### config.mk
export PLATFORM = sky130hd
export DESIGN_NAME = rom_arbiter_flat
export DESIGN_NICKNAME = d
export VERILOG_FILES = /design/src/rtl/rom_arbiter_if.sv /design/src/rtl/rom_arbiter.sv /design/src/flat_wrapper.sv
export SDC_FILE = /design/constraint.sdc
export NUM_CORES = 1
export LEC_CHECK = 0
export BUFFER_PORTS_ARGS = -buffer_cell sky130_fd_sc_hd__buf_2
export CAP_MARGIN = 5
export CORE_MARGIN = 10
export CORE_UTILIZATION = 30
export DETAILED_ROUTE_END_ITERATION = 16
export SYNTH_ARGS = -nofsm -noshare
export SYNTH_HDL_FRONTEND = slang
export SYNTH_SLANG_ARGS = --single-unit
### constraint.sdc
create_clock -name clk -period 7.7 [get_ports clk]
set_input_delay 0.385 -clock clk [delete_from_list [all_inputs] [get_ports clk]]
set_output_delay 0.385 -clock clk [all_outputs]
set_load 0.1 [all_outputs]
### src/rtl/rom_arbiter_if.sv
// Bus bundle between the two ROM requesters (fetch, debug), the shared ROM and rom_arbiter.
// The master side is the requesters plus the ROM. The slave side is the arbiter.
interface rom_arbiter_if #(
    parameter int AW = 10,
    parameter int DW = 32
);
    logic          req0;
    logic [AW-1:0] addr0;
    logic          gnt0;
    logic          rvalid0;
    logic [DW-1:0] rdata0;

    logic          req1;
    logic [AW-1:0] addr1;
    logic          gnt1;
    logic          rvalid1;
    logic [DW-1:0] rdata1;

    logic [AW-1:0] rom_addr;
    logic [DW-1:0] rom_data;

    modport master (
        output req0, addr0, req1, addr1, rom_data,
        input  gnt0, rvalid0, rdata0, gnt1, rvalid1, rdata1, rom_addr
    );

    modport slave (
        input  req0, addr0, req1, addr1, rom_data,
        output gnt0, rvalid0, rdata0, gnt1, rvalid1, rdata1, rom_addr
    );
endinterface

### src/rtl/rom_arbiter.sv
// Two-port arbiter sharing one combinational ROM: stage A grants and registers the address, stage B captures the word.
// Build option ROM_ARB_RR_EN: round-robin instead of port-0 priority with a port-1 starvation limit.
module rom_arbiter #(
    parameter int AW         = 10,
    parameter int DW         = 32,
    parameter int STARVE_MAX = 8
) (
    input  logic          clk,
    input  logic          rst,
    rom_arbiter_if.slave  bus
);

    logic [1:0]    req_v;
    logic [1:0]    gnt_next;
    logic [AW-1:0] rom_addr_reg;
    logic          vld_a_reg;
    logic          sel_a_reg;

    assign req_v = {bus.req1, bus.req0};

`ifdef ROM_ARB_RR_EN
    logic rr_ptr_reg;
    logic rr_ptr_next;

    // The preferred port wins a tie. The pointer moves only when the preferred port is served.
    always_comb begin
        gnt_next    = 2'b00;
        rr_ptr_next = rr_ptr_reg;
        if (req_v[rr_ptr_reg]) begin
            gnt_next[rr_ptr_reg] = 1'b1;
            rr_ptr_next          = ~rr_ptr_reg;
        end else if (req_v[~rr_ptr_reg]) begin
            gnt_next[~rr_ptr_reg] = 1'b1;
        end
        if (rst) begin
            gnt_next    = 2'b00;
            rr_ptr_next = 1'b0;
        end
    end

    always_ff @(posedge clk or posedge rst) begin
        if (rst) begin
            rr_ptr_reg <= 1'b0;
        end else begin
            rr_ptr_reg <= rr_ptr_next;
        end
    end
`else
    logic [3:0] starve_cnt_reg;
    logic [3:0] starve_cnt_next;

    // Port 0 wins unless port 1 has already lost STARVE_MAX cycles in a row.
    always_comb begin
        gnt_next        = 2'b00;
        starve_cnt_next = starve_cnt_reg;
        if (bus.req1 && (!bus.req0 || starve_cnt_reg == 4'(STARVE_MAX))) begin
            gnt_next[1] = 1'b1;
        end else if (bus.req0) begin
            gnt_next[0] = 1'b1;
        end
        if (gnt_next[1] || !bus.req1) begin
            starve_cnt_next = 4'd0;
        end else if (gnt_next[0]) begin
            starve_cnt_next = starve_cnt_reg + 4'd1;
        end
        if (rst) begin
            gnt_next        = 2'b00;
            starve_cnt_next = 4'd0;
        end
    end

    always_ff @(posedge clk or posedge rst) begin
        if (rst) begin
            starve_cnt_reg <= 4'd0;
        end else begin
            starve_cnt_reg <= starve_cnt_next;
        end
    end
`endif

    assign bus.gnt0     = gnt_next[0];
    assign bus.gnt1     = gnt_next[1];
    assign bus.rom_addr = rom_addr_reg;

    // Stage A: the winning address goes onto the ROM. The address holds while idle.
    always_ff @(posedge clk or posedge rst) begin
        if (rst) begin
            rom_addr_reg <= '0;
            vld_a_reg    <= 1'b0;
            sel_a_reg    <= 1'b0;
        end else if (|gnt_next) begin
            rom_addr_reg <= gnt_next[1] ? bus.addr1 : bus.addr0;
            sel_a_reg    <= gnt_next[1];
            vld_a_reg    <= 1'b1;
        end else begin
            vld_a_reg    <= 1'b0;
        end
    end

    // Stage B: one capture register per port. The port that was not selected keeps its last word.
    for (genvar gi = 0; gi < 2; gi++) begin : port_g
        logic [DW-1:0] rdata_reg;
        logic          rvalid_reg;

        always_ff @(posedge clk or posedge rst) begin
            if (rst) begin
                rdata_reg  <= '0;
                rvalid_reg <= 1'b0;
            end else begin
                rvalid_reg <= vld_a_reg && (sel_a_reg == 1'(gi));
                if (vld_a_reg && (sel_a_reg == 1'(gi))) begin
                    rdata_reg <= bus.rom_data;
                end
            end
        end
    end

    assign bus.rdata0  = port_g[0].rdata_reg;
    assign bus.rvalid0 = port_g[0].rvalid_reg;
    assign bus.rdata1  = port_g[1].rdata_reg;
    assign bus.rvalid1 = port_g[1].rvalid_reg;

endmodule

### src/flat_wrapper.sv
// flat-port wrapper written by rule: the top's interface ports become plain ports
module rom_arbiter_flat 
#(
    parameter int AW         = 10,
    parameter int DW         = 32,
    parameter int STARVE_MAX = 8
)
  (clk, rst, bus_req0, bus_addr0, bus_req1, bus_addr1, bus_rom_data, bus_gnt0, bus_rvalid0, bus_rdata0, bus_gnt1, bus_rvalid1, bus_rdata1, bus_rom_addr);
  rom_arbiter_if #(.AW(AW), .DW(DW)) bus_i ();
  input  logic clk;
  input  logic rst;
  input wire logic [$bits(bus_i.req0)-1:0] bus_req0;
  input wire logic [$bits(bus_i.addr0)-1:0] bus_addr0;
  input wire logic [$bits(bus_i.req1)-1:0] bus_req1;
  input wire logic [$bits(bus_i.addr1)-1:0] bus_addr1;
  input wire logic [$bits(bus_i.rom_data)-1:0] bus_rom_data;
  output wire logic [$bits(bus_i.gnt0)-1:0] bus_gnt0;
  output wire logic [$bits(bus_i.rvalid0)-1:0] bus_rvalid0;
  output wire logic [$bits(bus_i.rdata0)-1:0] bus_rdata0;
  output wire logic [$bits(bus_i.gnt1)-1:0] bus_gnt1;
  output wire logic [$bits(bus_i.rvalid1)-1:0] bus_rvalid1;
  output wire logic [$bits(bus_i.rdata1)-1:0] bus_rdata1;
  output wire logic [$bits(bus_i.rom_addr)-1:0] bus_rom_addr;
  assign bus_i.req0 = bus_req0;
  assign bus_i.addr0 = bus_addr0;
  assign bus_i.req1 = bus_req1;
  assign bus_i.addr1 = bus_addr1;
  assign bus_i.rom_data = bus_rom_data;
  assign bus_gnt0 = bus_i.gnt0;
  assign bus_rvalid0 = bus_i.rvalid0;
  assign bus_rdata0 = bus_i.rdata0;
  assign bus_gnt1 = bus_i.gnt1;
  assign bus_rvalid1 = bus_i.rvalid1;
  assign bus_rdata1 = bus_i.rdata1;
  assign bus_rom_addr = bus_i.rom_addr;
  rom_arbiter #(.AW(AW), .DW(DW), .STARVE_MAX(STARVE_MAX)) u_core (.clk(clk), .rst(rst), .bus(bus_i));
endmodule
; Yosys cells after proc, flatten, opt, wreduce, memory -nomap -nowiden
; Index checks and enable logic that the tools add are counted.
[totals]
reg_bits = 82
inputBits = 56
out_inout_bits = 78
[op_classes]
n_addsub = 1
n_eq_ne = 1
n_mux = 9
bitwise = 1
reduce_logical = 9
[ops]
columns = operator, count
row1 = $mux W4, 3
row2 = $mux W10, 1
row3 = $add A4 B1 Y4 const B, 1
row4 = $eq A4 B4 Y1 const B, 1
row5 = $mux W1, 4
row6 = $logic_and A1 B1 Y1, 3
row7 = $reduce_bool A3 Y1, 1
row8 = $logic_not A1 Y1, 2
row9 = $logic_or A1 B1 Y1, 2
row10 = $mux W2, 1
row11 = $reduce_or A2 Y1, 1
row12 = $not A1 Y1, 1

; Logic depth before layout (Yosys ltp)
[depth]
ltp_word = 7
mapped_depth = 6
mapped_depth_nobuf = 5

; Worst setup path before layout
; OpenSTA, ideal clock, no wires.
[synth_path]
path_type = in2out
startpoint = input rst
endpoint = output bus_gnt0
arrival_time_ns = 3.342
required_time_ns = 7.315
setup_slack_ns = 3.973
stages = 4
cell_sequence = inv_1 > o211ai_1 > buf_4 > inv_1
[synth_between]
elab_chain_cells = 1
[synth_rtl]
columns = item, line_no
row1 = start: declaration, flat_wrapper.sv:11  ; input logic rst;
row2 = $mux W2, rom_arbiter.sv:66  ; if (rst) begin
row3 = end: declaration, flat_wrapper.sv:17  ; output wire logic [$bits(bus_i.gnt0)-1:0] bus_gnt0;
; No other way between the ends.

; Worst setup path after layout
[layout_path]
startpoint = register u_core.starve_cnt_reg[0]
endpoint = output bus_gnt1
[layout_between]
elab_chain_cells = 5
[layout_rtl]
columns = item, line_no
row1 = start: declaration, rom_arbiter.sv:49  ; logic [3:0] starve_cnt_reg;
row2 = start signal: assignment, rom_arbiter.sv:76  ; starve_cnt_reg <= starve_cnt_next;
row3 = $eq A4 B4 Y1, rom_arbiter.sv:56  ; if (bus.req1 && (!bus.req0 || starve_cnt_reg == 4'(STARVE_MAX))) begin
row4 = $logic_or A1 B1 Y1, rom_arbiter.sv:56
row5 = $logic_and A1 B1 Y1, rom_arbiter.sv:56
row6 = $mux W1, rom_arbiter.sv:56
row7 = $mux W2, rom_arbiter.sv:66
row8 = end: declaration, flat_wrapper.sv:20  ; output wire logic [$bits(bus_i.gnt1)-1:0] bus_gnt1;
; No other way between the ends.

==> impl_metrics.yaml <==
worst_setup_path:
  ff2ff_path_depth: 3
  cp-start-kind: "flip-flop"
  cpMostUsedCell: "inv_1"
  path_cells: "inv_1 > ha_1 > nand3b_4 > a211o_1 > inv_1 > buf_2"
  reg2reg_from: "u_core.sel_a_reg$_DFFE_PP0P_"
  critical_path.top_delay_family: "buffers and inverters"
  reg2reg_slack_ns: 5.80
  critPathRequiredTime_ns: 7.32
  critPathKind: "reg2out"
  path_buf_inv: 3
  critPathArrivalTime_ns: 2.10
  cpMaxStageDelayCell: "a211o_1"
  critPathMaxFanout: 11
  cp-startpoint: "u_core.starve_cnt_reg[0]$_DFFE_PP0P_"
  reg2reg_to: "u_core.bus.rdata1[25]$_DFFE_PP0P_"
  cpPeakStageDelay_ns: 0.45
  end_kind: "primary output"
floorplan:
  start_util_pct: 30.8
  die_h_microns: 123
  fp.dieW_microns: 123
  io_pins: 134
  row_count: 37
  coreArea_sq_um: 10300
  die_area_sq_um: 15100
synth:
  ys.flop_type: "dfrtp_1"
  async_flop_share_pct: 100
  syn-cell-area_sq_um: 3180
  seq_area_frac_synth_pct: 64.6
  synth-warning-count: 0
  synth_most_common_cell: "dfrtp_1"
  synth_top_area_cell: "dfrtp_1"
  synth_cells: 203
  synth-seq-cells: 82
  synth_area_leaders: "dfrtp_1, mux2_2, o221a_1"
  synth_top_area_share_pct: 64.6
  syn_avg_cell_area_sq_um: 15.6
  synth_edf_count: 0
  synthTopCellsByCount: "dfrtp_1, mux2_2, inv_1, nand2b_1, o221a_1"
  synth_cell_types: 23
  syn_nets: 261
placed_design:
  dp.cells: 465
  portBuffers: 133
  hpwlAfterDp_mm: 5.85
  place_area_sq_um: 3990
  place_congestion: 0.719
global_routing:
  grt_first_pass_wirelength_mm: 12.4
  grt_util_met2_pct: 17.1
  grt_pass1_vias: 2364
  grtUsageMet1_pct: 12.2
  grt_max_degree: 43
  grt.overflow.total: 0
  antenna_found_initial: 0
  grt_util_met3_pct: 4.41
  track_usage_pct: 10.4
  grt_busiest_layer: "met2"
layout:
  fillerInstances: 1002
  areaGrowthSynthToFinish_pct: 33.2
  multi_input_area_sq_um: 1040
  seq_area_sq_um: 2050
  stdcell_count: 481
  diodes: 0
  final_cell_area_sq_um: 4230
  nets: 398
  layout-drive-gt1-share_pct: 63.2
clock_network:
  postCtsHoldBufs: 0
  cts_tree: "built"
  cts_htree_levels: 3
  postCtsResizedCells: 0
  cts_sinks: 82
  cts_made_buffers: 9
  max-clock-path-buffers: 2
  clock_latency_ns: 0.34
  clk_pin_slew_ns: 0.08
  root_buffer: "clkbuf_8"
  cts_setup_buffers: 0
routing:
  postRouteAntennaNets: 0
  firstDrtPassIters: 4
  drc: 0
  drt_iter0_drc: 98
  wl_per_cell_microns: 16.4
  vias: 2113
  vias_per_cell: 4.39
  routed_wl_mm: 7.89
timing:
  rsz0062_at_grt: "no"
  max_freq_mhz: 402
  fin_crit_ns: 2.49
  slew-limit-headroom_pct: 30.9
  slew_viol_final: 0
  hold_slack_ns: 0.150
  fin_crit_sh_pct: 32.3
  finalSetupTns_ns: 0
  final-setup-viol-count: 0
  worstMarginPinSlew_ns: 1.03
  finalHoldViolations: 0
  clock_skew_ns: 0.0111
power_and_ir_drop:
  power_mw: 1.84
  p_leak_nw: 2.03
  power.density_nw_per_um2: 436
  ir_worst_vdd_mv: 0.179
min_path:
  hold_class: "in2async"
outcome:
  status: "complete, no violations"
flow_run:
  drv_cap: 0
## per-stage QoR
step	util (%)	setup slack, ns
2_1_floorplan	-	3.97
3_3_place_gp	38.6	5.31
3_5_place_dp	38.6	5.30
4_1_cts	41.0	5.16
5_1_grt	41.0	5.06
6_report	41.0	5.21
## worst max-delay path by stage
| stage | to | slack [ns] | depth (start not counted) |
|---|---|---|---|
| 2_1_floorplan | bus_gnt0 | 3.97 | 4 |
| 3_5_place_dp | bus_gnt0 | 5.30 | 6 |
| 6_report | bus_gnt1 | 5.21 | 6 |
| 3_3_place_gp | bus_gnt0 | 5.31 | 6 |
| 5_1_grt | bus_gnt1 | 5.06 | 6 |
| 4_1_cts | bus_gnt1 | 5.16 | 6 |
## where the power goes
group          switching (mW)  leakage (nW)  internal, mW
clock                   0.147         0.121         0.225
combinational           0.765         0.940         0.146
sequential             0.0422         0.965         0.520
## layout make-up
| class | count | share of cell area [%] |
|---|---|---|
| Inverter | 9 | 0.828 |
| Clock inverter | 4 | 2.34 |
| Timing Repair Buffer | 136 | 16.3 |
| Clock buffer | 12 | 3.43 |
| Tap cell | 136 | 4.02 |
| Sequential cell | 82 | 48.5 |
| Multi-Input combinational cell | 102 | 24.6 |
## kinds of logic after synthesis
kind of cell	share of synthesized area [%]
xor gates and xnor gates	0.552
adders and majority gates	0.788
muxes	22.7
AOI/OAI and AO/OA	4.53
DFF	64.6
buffers and inverters	2.88
and+or+nand+nor	3.94
## routing by layer
metal | routed length (microns) | part of all wire, %
met1 | 3340 | 42
met2 | 3830 | 49
met3 | 663 | 8.4
met4 | 62 | 0.79
met5 | 0 | 0
## placed cells by master (no fill, tap or decap), drive strengths merged
master	synthesis	final
nor2b	2	2
bufinv	0	3
o221a	10	10
clkinv	0	2
ha	2	2
clkbuf	1	12
buf	9	136
nand3	2	2
a211o	1	1
or2b	1	1
xnor2	1	1
nand2	1	1
mux2	64	64
o21bai	1	1
nor2	4	4
inv	9	8
o21a	1	1
xor2	1	1
dfrtp	82	82
nand2b	9	9
o211ai	1	1
nand3b	1	1
Power figures use the tool's default switching activity.
